`src/rtl/mult_issue_ctrl.sv`:
```
// -----------------------------------------------------------------------------
// mult_issue_ctrl
//
// Front-end for an iterative multiplier. It accepts one tagged RISC-V style
// multiply request (MUL / MULH / MULHSU / MULHU) at a time. It launches the
// multiplier with a single-cycle pulse and captures the 2*WIDTH product on the
// multiplier's res_ready pulse. It then returns the selected WIDTH-bit result
// with its tag. Requests with a zero operand bypass the multiplier.
// A flush drops the current request or result. If a multiply is already
// running, the block first absorbs the multiplier's completion pulse.
//
// Ports:
//   clk, rst_n          clock, synchronous active-low reset
//   flush               discard accepted / pending / in-flight work
//   req_valid/req_ready request handshake
//   req_op              00 MUL, 01 MULH, 10 MULHSU, 11 MULHU
//   req_rs1, req_rs2    operands A / B
//   req_tag             tag echoed with the result
//   mul_valid           one-cycle launch pulse to the multiplier
//   mul_usigned         1 = unsigned multiply
//   mul_multiplicand    registered rs1
//   mul_multiplier      registered rs2
//   mul_product         2*WIDTH product from the multiplier
//   mul_res_ready       product-valid pulse from the multiplier
//   rsp_valid/rsp_ready response handshake
//   rsp_data, rsp_tag   result and its tag
// All outputs are registered.
// -----------------------------------------------------------------------------
module mult_issue_ctrl #(
    parameter int WIDTH = 32,
    parameter int TAG_W = 4
) (
    input  logic                 clk,
    input  logic                 rst_n,
    input  logic                 flush,
    input  logic                 req_valid,
    output logic                 req_ready,
    input  logic [1:0]           req_op,
    input  logic [WIDTH-1:0]     req_rs1,
    input  logic [WIDTH-1:0]     req_rs2,
    input  logic [TAG_W-1:0]     req_tag,
    output logic                 mul_valid,
    output logic                 mul_usigned,
    output logic [WIDTH-1:0]     mul_multiplicand,
    output logic [WIDTH-1:0]     mul_multiplier,
    input  logic [2*WIDTH-1:0]   mul_product,
    input  logic                 mul_res_ready,
    output logic                 rsp_valid,
    input  logic                 rsp_ready,
    output logic [WIDTH-1:0]     rsp_data,
    output logic [TAG_W-1:0]     rsp_tag
);

    typedef enum logic [2:0] {
        S_IDLE   = 3'd0,
        S_LAUNCH = 3'd1,
        S_WAIT   = 3'd2,
        S_RESP   = 3'd3,
        S_DRAIN  = 3'd4
    } state_t;

    localparam logic [1:0] OP_MUL    = 2'b00;
    localparam logic [1:0] OP_MULH   = 2'b01;
    localparam logic [1:0] OP_MULHSU = 2'b10;
    localparam logic [1:0] OP_MULHU  = 2'b11;

    state_t                 r_state;
    state_t                 w_state_nxt;

    logic                   r_req_ready;
    logic                   r_mul_valid;
    logic                   r_rsp_valid;
    logic                   r_usigned;
    logic [1:0]             r_op;
    logic [WIDTH-1:0]       r_rs1;
    logic [WIDTH-1:0]       r_rs2;
    logic [TAG_W-1:0]       r_tag;
    logic [WIDTH-1:0]       r_rsp_data;

    logic                   w_req_ready_nxt;
    logic                   w_mul_valid_nxt;
    logic                   w_rsp_valid_nxt;
    logic                   w_accept;
    logic                   w_zero_op;
    logic                   w_capture;
    logic [WIDTH-1:0]       w_result;

    // Result select. The multiplier runs MULHSU as unsigned x unsigned. When
    // rs1 is negative, its signed value is rs1 - 2^W, so rs2 is subtracted
    // from the high half to correct for this.
    function automatic logic [WIDTH-1:0] select_result(
        input logic [1:0]         op,
        input logic [2*WIDTH-1:0] product,
        input logic [WIDTH-1:0]   rs1,
        input logic [WIDTH-1:0]   rs2
    );
        logic [WIDTH-1:0] hi;
        logic [WIDTH-1:0] corr;
        hi   = product[2*WIDTH-1:WIDTH];
        corr = rs1[WIDTH-1] ? rs2 : {WIDTH{1'b0}};
        case (op)
            OP_MUL:    select_result = product[WIDTH-1:0];
            OP_MULH:   select_result = hi;
            OP_MULHSU: select_result = hi - corr;
            OP_MULHU:  select_result = hi;
            default:   select_result = {WIDTH{1'b0}};
        endcase
    endfunction

    // A request is only taken when the registered ready is high. Flush wins.
    assign w_accept  = r_req_ready & req_valid & ~flush;
    assign w_zero_op = (req_rs1 == {WIDTH{1'b0}}) | (req_rs2 == {WIDTH{1'b0}});
    // A product is kept only if it arrives in WAIT and no flush occurs that cycle.
    assign w_capture = (r_state == S_WAIT) & mul_res_ready & ~flush;
    assign w_result  = select_result(r_op, mul_product, r_rs1, r_rs2);

    // State register
    always_ff @(posedge clk) begin
        if (!rst_n) begin
            r_state <= S_IDLE;
        end else begin
            r_state <= w_state_nxt;
        end
    end

    // Next-state logic
    always_comb begin
        w_state_nxt = r_state;
        case (r_state)
            S_IDLE: begin
                if (w_accept) begin
                    w_state_nxt = w_zero_op ? S_RESP : S_LAUNCH;
                end else begin
                    w_state_nxt = S_IDLE;
                end
            end
            S_LAUNCH: begin
                if (flush) begin
                    w_state_nxt = S_DRAIN;
                end else begin
                    w_state_nxt = S_WAIT;
                end
            end
            S_WAIT: begin
                if (flush) begin
                    // The same-cycle pulse is the one being drained, so go straight to IDLE.
                    w_state_nxt = mul_res_ready ? S_IDLE : S_DRAIN;
                end else if (mul_res_ready) begin
                    w_state_nxt = S_RESP;
                end else begin
                    w_state_nxt = S_WAIT;
                end
            end
            S_RESP: begin
                if (flush || rsp_ready) begin
                    w_state_nxt = S_IDLE;
                end else begin
                    w_state_nxt = S_RESP;
                end
            end
            S_DRAIN: begin
                if (mul_res_ready) begin
                    w_state_nxt = S_IDLE;
                end else begin
                    w_state_nxt = S_DRAIN;
                end
            end
            default: w_state_nxt = S_IDLE;
        endcase
    end

    // Output decode of the next state. The results are registered below, so
    // each flag is high exactly while the FSM is in its owning state.
    always_comb begin
        w_req_ready_nxt = 1'b0;
        w_mul_valid_nxt = 1'b0;
        w_rsp_valid_nxt = 1'b0;
        case (w_state_nxt)
            S_IDLE:   w_req_ready_nxt = 1'b1;
            S_LAUNCH: w_mul_valid_nxt = 1'b1;
            S_WAIT:   w_req_ready_nxt = 1'b0;
            S_RESP:   w_rsp_valid_nxt = 1'b1;
            S_DRAIN:  w_req_ready_nxt = 1'b0;
            default:  w_req_ready_nxt = 1'b0;
        endcase
    end

    // Registered handshake / launch flags
    always_ff @(posedge clk) begin
        if (!rst_n) begin
            r_req_ready <= 1'b0;
            r_mul_valid <= 1'b0;
            r_rsp_valid <= 1'b0;
        end else begin
            r_req_ready <= w_req_ready_nxt;
            r_mul_valid <= w_mul_valid_nxt;
            r_rsp_valid <= w_rsp_valid_nxt;
        end
    end

    // Request capture and result register. The operand registers change only
    // on accept, so they stay stable for the whole multiply.
    always_ff @(posedge clk) begin
        if (!rst_n) begin
            r_op       <= 2'b00;
            r_usigned  <= 1'b0;
            r_rs1      <= {WIDTH{1'b0}};
            r_rs2      <= {WIDTH{1'b0}};
            r_tag      <= {TAG_W{1'b0}};
            r_rsp_data <= {WIDTH{1'b0}};
        end else begin
            if (w_accept) begin
                r_op      <= req_op;
                // MUL takes the low half, which is sign-independent, so only
                // MULH needs a signed multiply.
                r_usigned <= (req_op != OP_MULH);
                r_rs1     <= req_rs1;
                r_rs2     <= req_rs2;
                r_tag     <= req_tag;
                if (w_zero_op) begin
                    r_rsp_data <= {WIDTH{1'b0}};
                end
            end else if (w_capture) begin
                r_rsp_data <= w_result;
            end
        end
    end

    assign req_ready        = r_req_ready;
    assign mul_valid        = r_mul_valid;
    assign mul_usigned      = r_usigned;
    assign mul_multiplicand = r_rs1;
    assign mul_multiplier   = r_rs2;
    assign rsp_valid        = r_rsp_valid;
    assign rsp_data         = r_rsp_data;
    assign rsp_tag          = r_tag;

endmodule

```
`config.mk`:
```
export PLATFORM = sky130hd
export DESIGN_NAME = mult_issue_ctrl
export DESIGN_NICKNAME = d
export VERILOG_FILES = /design/src/rtl/mult_issue_ctrl.sv
export SDC_FILE = /design/constraint.sdc
export NUM_CORES = 1
export LEC_CHECK = 0
export ABC_CLOCK_PERIOD_IN_PS = 3200
export CAP_MARGIN = 20
export CORE_ASPECT_RATIO = 1.4
export CORE_UTILIZATION = 45
export CTS_CLUSTER_SIZE = 8
export DETAILED_ROUTE_END_ITERATION = 6
export PLACE_DENSITY = 0.91
export SKIP_CTS_REPAIR_TIMING = 1
export SLEW_MARGIN = 25
export SYNTH_ARGS = -nofsm -noshare
export SYNTH_HDL_FRONTEND = slang
export SYNTH_SLANG_ARGS = --single-unit
```
`constraint.sdc`:
```
create_clock -name clk -period 3.2 [get_ports clk]
set_input_delay 0.64 -clock clk [delete_from_list [all_inputs] [get_ports clk]]
set_output_delay 0.64 -clock clk [all_outputs]
set_load 0.01 [all_outputs]
```
==> out/results.tsv, run 1 <==
stage	metric	value	unit
outcome	status	complete, no violations	
pwr	Psw	0.981	mW
placement	dpl cells	1274	
floorplanning	Core ar.	14400	um2
finish	# diodes	0	
pwr	P per Cell Area	343	nW/um2
floorplanning	initial core utilization	0.459	
flow_run	max cap viols	0	
placement	# port buffers	243	
critical_path	largest fanout on the critical path	5	
detailed_routing	via/cell ratio	5.51	
detailed_routing	Vias	7113	
pwr	Worst VDD drop	269	uV
logic_synthesis	Async SR Flop Fraction	0	
critical_path	R2R depth	11	
pwr	Tot Pwr	3.33	mW
floorplanning	full die area	15200	um2
floorplanning	DIE HEIGHT	146	um
worst_hold_path	Worst Hold Class	reg2reg	
logic_synthesis	Most used DFF post-synth	dfxtp_1	
detailed_routing	Routed Antenna Nets	0	
pwr	clock network power share	0.348	
critical_path	Critical Path AT	3.14	ns
global_route	first-pass GRT wire length	35000	um
critical_path	slowest cell on the critical path	clkdlybuf4s50_1	
critical_path	FF-to-FF setup slack	0.39	ns
floorplanning	die outline width	105	um
detailed_routing	overall routed net length	21800	um
critical_path	Setup Crit Path Kind	in2reg	
cts	clk sink count	109	
logic_synthesis	Yosys cell types	69	
placement	GPL Wtd Cong	0.937	
global_route	total congestion overflow	0	
detailed_routing	TritonRoute pass-1 iters	5	
sta	RSZ-0062 raised after global routing	false	
critical_path	critical path capture point type	register	
critical_path	r2r startpoint	mul_multiplicand[31]	
detailed_routing	Iteration-0 DRC Markers	367	
logic_synthesis	share of the yosys chip area belonging to registers	0.329	
logic_synthesis	Seq cells post-synth	109	
finish	commonest non-fill, non-tap cell in the layout	clkdlybuf4s50_1	
sta	Fin. Hold Viols	0	
critical_path	slowest stage delay, CP	0.47	ns
detailed_routing	Residual DRC	0	
finish	fin util	0.672	
pwr	Seq pwr share	0.427	
sta	worst slew pin tran	0.741	ns
floorplanning	row cnt	52	
logic_synthesis	syn nets	1037	
finish	layout net count	1276	
finish	Layout area overhead	46.2	%
logic_synthesis	Mapped Area	6630	um2
sta	Slew headroom	0.506	
worst_hold_path	HP Start	mul_multiplicand[15]	
pwr	sw frac	0.294	
sta	final setup fails	0	
cts	TritonCTS clock tree	done	
sta	fin. max-slew vios	0	
finish	# fillers	1180	
critical_path	worst r2r dst	rsp_data[24]	
critical_path	critical path required time	3.44	ns
sta	post-layout minimum cycle time	2.90	ns
detailed_routing	wire per inst	16.9	um
pwr	Combinational Power Share	0.226	
global_route	largest net degree at the start of global routing	84	
finish	layout cells sized above 1	0.0690	
placement	hpwl dp	17000	um
global_route	GR Util All Layers	0.286	
critical_path	CP Cell Sequence	clkdlybuf4s50_1 -> inv_1 -> ha_1 -> fa_1 -> o21ai_2 -> a21oi_4 -> o21ai_2 -> a31oi_1 -> o21ai_1 -> xor2_1 -> a221o_1	
worst_hold_path	Min-Delay Path Depth	2	
finish	commonest non-fill, non-tap cells in the layout	clkdlybuf4s50_1, nand2_1, dfxtp_1	
pwr	Leak Pwr	3.54	nW
critical_path	Critical Path Start Type	input port	
floorplanning	IO Count	244	
cts	clk_lat worst skew	0.36	ns
global_route	vias in the first global route	7165	
pwr	Int Pwr	2.35	mW
critical_path	worst setup path end	rsp_data[22]	
global_route	initial antenna violation count	0	
cts	clock root cell	clkbuf_16	
cts	worst-case clock buffer depth	2	
sta	final clock skew	0.00878	ns
critical_path	critical path launch point	mul_product[32]	
logic_synthesis	post-synthesis cell count	857	
cts	CTS HTree Levels	3	
logic_synthesis	Post-synth EDFFs	0	
sta	highest clock rate	344	MHz
logic_synthesis	Syn. warnings	0	
finish	Finished Layout Cells	1290	
critical_path	most frequent CP cell	o21ai_2	
cts	CTS buffer count	9	
sta	share of the clock period used by the worst path	0.908	
logic_synthesis	syn_area_per_cell	7.74	um2
cts	Reg clk slew, reported paths	0.08	ns
[metrics by stage]
step / cell area [um2] / setup WS [ns] / setup TNS [ns] / hold slack, ns
final: 9700 / 0.296 / 0 / 0.465
after global routing: 9700 / 0.169 / 0 / 0.481
after CTS: 9700 / 0.314 / 0 / 0.460
after floorplan: 6630 / 0.393 / 0 / 0.483
after detailed placement: 9390 / -0.0692 / -0.122 / 0.440
after global placement: 9390 / 0.00250 / 0 / 0.434
[synthesized netlist by cell type (all sizes together) (2+ instances only)]
cell	n	area [um2]
nand2	232	873
dfxtp	109	2180
a21boi	72	541
a21oi	61	343
o21ai	49	253
clkbuf	44	165
ha	39	488
nor2	37	139
xor2	20	175
a22oi	16	120
nor4	16	100
inv	15	56.3
a21o	13	97.6
mux2i	11	110
buf	9	58.8
xnor2	9	78.8
nand3	8	40.0
nand4	8	50.1
nor2b	7	43.8
a31oi	6	37.5
and2	6	37.5
a22o	5	43.8
a211oi	4	47.5
and3	4	25.0
nand3b	4	30.0
o211ai	4	43.8
o21bai	4	30.0
a221o	3	30.0
a221oi	3	26.3
a32oi	3	26.3
nand2b	3	18.8
nor3	3	15.0
o31ai	3	22.5
a32o	2	20.0
nor4b	2	32.5
o21ba	2	26.3
o311ai	2	17.5
[registers in the layout, summed over array words and instances (netlist names)]
| register | flops |
|---|---|
| rsp_valid | 1 |
| r_state | 3 |
| rsp_tag | 4 |
| mul_valid | 1 |
| mul_multiplicand | 32 |
| req_ready | 1 |
| mul_multiplier | 32 |
| r_op | 2 |
| rsp_data | 32 |
| mul_usigned | 1 |
[metal layers]
metal | track usage | vias to the layer above | routed length, um
met2 | 0.529 | 257 | 11100
met1 | 0.300 | 3307 | 8310
li1 | - | 3485 | -
met4 | 0.154 | 0 | 1130
met5 | 0 | - | 0
met3 | 0.0587 | 64 | 1270
[worst min path at each step]
stage / to / slack (ns)
global route: rsp_data[8] / 0.48
finish: mul_multiplicand[15] / 0.46
CTS: rsp_data[8] / 0.46
floorplan: rsp_data[11] / 0.48
detailed placement: rsp_data[8] / 0.44
global placement: rsp_data[8] / 0.43
[worst max-delay path, delay by kind of cell]
family / cells / cell delay, ns
buf+inv: 2 / 0.53
compound gates: 6 / 1.24
fa+ha+maj: 2 / 0.64
xor+xnor: 1 / 0.09
[cell families (layout without fill, tap and decap cells)]
group                      after synthesis  in the layout  synth area share
and+or+nand+nor                        333            333             0.216
buffers and inverters                   69            313            0.0428
DFF                                    109            109             0.329
xor gates and xnor gates                29             29            0.0383
AOI/OAI and AO/OA                      265            265             0.280
muxes                                   12             12            0.0183
adders and majority gates               40             40            0.0766
[cell type report]
| cell class | count | area, um2 | area share |
|---|---|---|---|
| clock buffers | 9 | 225 | 0.0232 |
| clock inverters | 7 | 83.8 | 0.00864 |
| inverters | 16 | 60.1 | 0.00619 |
| multi-input cells | 679 | 4180 | 0.430 |
| flip-flops and latches | 109 | 2180 | 0.225 |
| well taps | 189 | 236 | 0.0244 |
| repair buffers | 281 | 2740 | 0.282 |
[power by group through the flow]
| stage | logic (mW) | clock network, mW | registers [mW] |
|---|---|---|---|
| after detailed placement | 0.744 | 0 | 1.45 |
| final | 0.751 | 1.16 | 1.42 |
| after floorplan | 0.340 | 0 | 1.47 |
| after global routing | 0.812 | 1.23 | 1.43 |
| after CTS | 0.749 | 1.18 | 1.42 |
| after global placement | 0.733 | 0 | 1.45 |
No activity file was read; power rests on OpenSTA's default activity.
==> run 2, diff against run 1 <==
- PLACE_DENSITY: 0.91 -> not set
- PLACE_DENSITY_LB_ADDON: not set -> 0.08
==> run 2 against run 1 <==
  * Clock skew grew 0.0014 ns
  * Power grew 1.2%
  * Utilization grew 0.061 points
  * Fmax grew 0.59%
  * Wire length grew 3.1%
  * Hold slack is essentially flat
  * Critical path type unchanged
  * Largest power group unchanged
  * Via count shrank 0.73%
  * Sequential power is essentially flat
  * Non-clock buffer count grew 1
  * Critical path depth shrank 1
  * First-iteration DRC count shrank 20%
  * Design area is essentially flat
  * Highest routed layer is now met5
==> out/results.tsv, run 2 (same netlist as run 1, synthesis figures left out) <==
stage	metric	value	unit	change
sta	RSZ-0062 raised after global routing	false		
critical_path	worst r2r dst	rsp_data[23]		
detailed_routing	Routed Antenna Nets	0		unchanged
cts	TritonCTS clock tree	done		
critical_path	r2r startpoint	mul_multiplicand[31]		
detailed_routing	overall routed net length	22500	um	+3.1%
critical_path	slowest stage delay, CP	0.48	ns	about the same
global_route	first-pass GRT wire length	35700	um	+2.0%
placement	dpl cells	1275		+0.078%
floorplanning	IO Count	244		unchanged
critical_path	Setup Crit Path Kind	in2reg		
sta	Slew headroom	0.453		-0.0523
cts	CTS buffer count	9		unchanged
cts	clock root cell	clkbuf_16		
global_route	initial antenna violation count	2		+2
placement	hpwl dp	17500	um	+3.4%
cts	worst-case clock buffer depth	2		unchanged
critical_path	slowest cell on the critical path	nor2_1		
detailed_routing	Vias	7061		-0.73%
sta	highest clock rate	346	MHz	+0.59%
cts	CTS HTree Levels	3		unchanged
finish	Layout area overhead	46.4	%	about the same
detailed_routing	Residual DRC	0		unchanged
critical_path	FF-to-FF setup slack	0.44	ns	+0.05 ns
sta	worst slew pin tran	0.820	ns	+0.0785 ns
floorplanning	row cnt	52		unchanged
detailed_routing	wire per inst	17.4	um	+2.9%
outcome	status	complete, no violations		
floorplanning	DIE HEIGHT	146	um	unchanged
sta	share of the clock period used by the worst path	0.902		-0.00534
placement	GPL Wtd Cong	0.958		+2.3%
sta	Fin. Hold Viols	0		unchanged
critical_path	critical path capture point type	register		
global_route	GR Util All Layers	0.294		+0.00742
pwr	Worst VDD drop	305	uV	+13%
critical_path	Critical Path Start Type	input port		
worst_hold_path	Worst Hold Class	reg2reg		
floorplanning	die outline width	105	um	unchanged
floorplanning	full die area	15200	um2	unchanged
finish	commonest non-fill, non-tap cells in the layout	clkdlybuf4s50_1, nand2_1, dfxtp_1		
cts	clk sink count	109		unchanged
critical_path	critical path required time	3.44	ns	about the same
finish	Finished Layout Cells	1292		+0.16%
floorplanning	initial core utilization	0.459		unchanged
detailed_routing	TritonRoute pass-1 iters	4		-1
cts	Reg clk slew, reported paths	0.08	ns	about the same
pwr	P per Cell Area	347	nW/um2	+1.1%
critical_path	Critical Path Stages	10		-1
critical_path	largest fanout on the critical path	7		+2
sta	fin. max-slew vios	0		unchanged
sta	post-layout minimum cycle time	2.89	ns	-0.0171 ns
sta	final setup fails	0		unchanged
critical_path	Top delay family on crit path	compound AO/OA/AOI/OAI gates		
critical_path	Critical Path AT	3.13	ns	about the same
sta	hold slack final	0.465	ns	+0.0000150 ns
detailed_routing	via/cell ratio	5.47		-0.88%
critical_path	worst setup path end	rsp_data[23]		
placement	# port buffers	243		unchanged
floorplanning	Core ar.	14400	um2	unchanged
finish	layout cells sized above 1	0.0699		+0.000845
critical_path	R2R depth	11		unchanged
sta	final clock skew	0.0102	ns	+0.00137 ns
global_route	total congestion overflow	0		unchanged
critical_path	critical path launch point	mul_product[35]		
critical_path	Buf+Inv Stages, Crit Path	1		-1
finish	layout net count	1277		+0.078%
critical_path	CP Cell Sequence	clkdlybuf4s50_1 -> ha_1 -> a21o_1 -> a21oi_1 -> a21oi_1 -> nor2_1 -> a21oi_2 -> a21oi_2 -> xnor2_1 -> a221o_1		
pwr	Leak Pwr	3.54	nW	+0.17%
finish	commonest non-fill, non-tap cell in the layout	clkdlybuf4s50_1		
cts	clk_lat worst skew	0.35	ns	about the same
detailed_routing	Iteration-0 DRC Markers	293		-20%
global_route	vias in the first global route	6882		-3.9%
global_route	largest net degree at the start of global routing	75		-11%
flow_run	max cap viols	0		unchanged
==> run 2: changes by cell type in the layout (fill, tap and decap cells not counted) <==
cell | before | now
bufinv_16 | 0 | 1
clkinv_2 | 0 | 1
inv_8 | 0 | 2
inv_6 | 2 | 0
clkinv_8 | 3 | 0
clkinvlp_4 | 0 | 1
diode_2 | 0 | 1
buf_4 | 36 | 37
==> run 2: cell type report <==
cell class	count	area (um2)
Antenna cell	1	2.50
Inverter	16	60.1
Clock inverter	7	82.6
Clock buffer	9	225
Tap cell	189	236
Fill cell	1341	4730
Timing Repair Buffer	282	2750
Sequential cell	109	2180
Multi-Input combinational cell	679	4180
==> run 2: worst reg2reg max path: stages (launching register included) <==
cell and delay, ns:
dfxtp_1 0.33, buf_4 0.21, nand2_1 0.13, ha_1 0.28, nor2b_1 0.15, o2111ai_1 0.24
a21oi_1 0.12, nor2_1 0.48, a21oi_2 0.17, a21oi_2 0.18, xnor2_1 0.07, a221o_1 0.31
==> run 2: metrics by stage <==
| stage | instance area (um2) | setup slack [ns] | power (mW) | TNS, ns | util |
|---|---|---|---|---|---|
| 6_report | 9710 | 0.313 | 3.37 | 0 | 0.672 |
| 5_1_grt | 9710 | 0.124 | 3.52 | 0 | 0.672 |
| 4_1_cts | 9710 | 0.302 | 3.39 | 0 | 0.672 |
| 3_5_place_dp | 9400 | -0.0606 | 2.21 | -0.256 | 0.651 |
| 3_3_place_gp | 9400 | -0.0353 | 2.20 | -0.0801 | 0.651 |
| 2_1_floorplan | 6630 | 0.393 | 1.81 | 0 | - |
==> run 2: where the power goes <==
| part | switching (mW) | total (mW) | leakage (nW) | internal [mW] |
|---|---|---|---|---|
| Combinational | 0.357 | 0.753 | 2.51 | 0.396 |
| Sequential | 0.0318 | 1.43 | 0.883 | 1.39 |
| Clock | 0.571 | 1.19 | 0.149 | 0.622 |
| Total | 0.960 | 3.37 | 3.54 | 2.41 |
==> run 2: worst min path at each step <==
stage                                       to                 start  slack [ns]  cells past startpoint
final                               rsp_tag[2]            rsp_tag[2]        0.46                      2
after global routing      mul_multiplicand[25]  mul_multiplicand[25]        0.49                      2
after CTS                           rsp_tag[2]            rsp_tag[2]        0.47                      2
after detailed placement          rsp_data[16]          rsp_data[16]        0.46                      2
after global placement             rsp_data[8]           rsp_data[8]        0.43                      2
after floorplan                   rsp_data[11]          rsp_data[11]        0.48                      2
==> run 2: per-layer routing <==
metal | vias up | part of all wire | global-route usage
met2 | 269 | 0.51 | 0.532
met4 | 2 | 0.027 | 0.101
li1 | 3487 | - | -
met3 | 37 | 0.070 | 0.0694
met1 | 3266 | 0.39 | 0.334
met5 | - | 0.00058 | 0
==> run 3, diff against run 2 <==
- HOLD_SLACK_MARGIN: not set -> 0.03
==> results of run 3 <==
Final layout, timing and power as in run 2 (identical DEF).
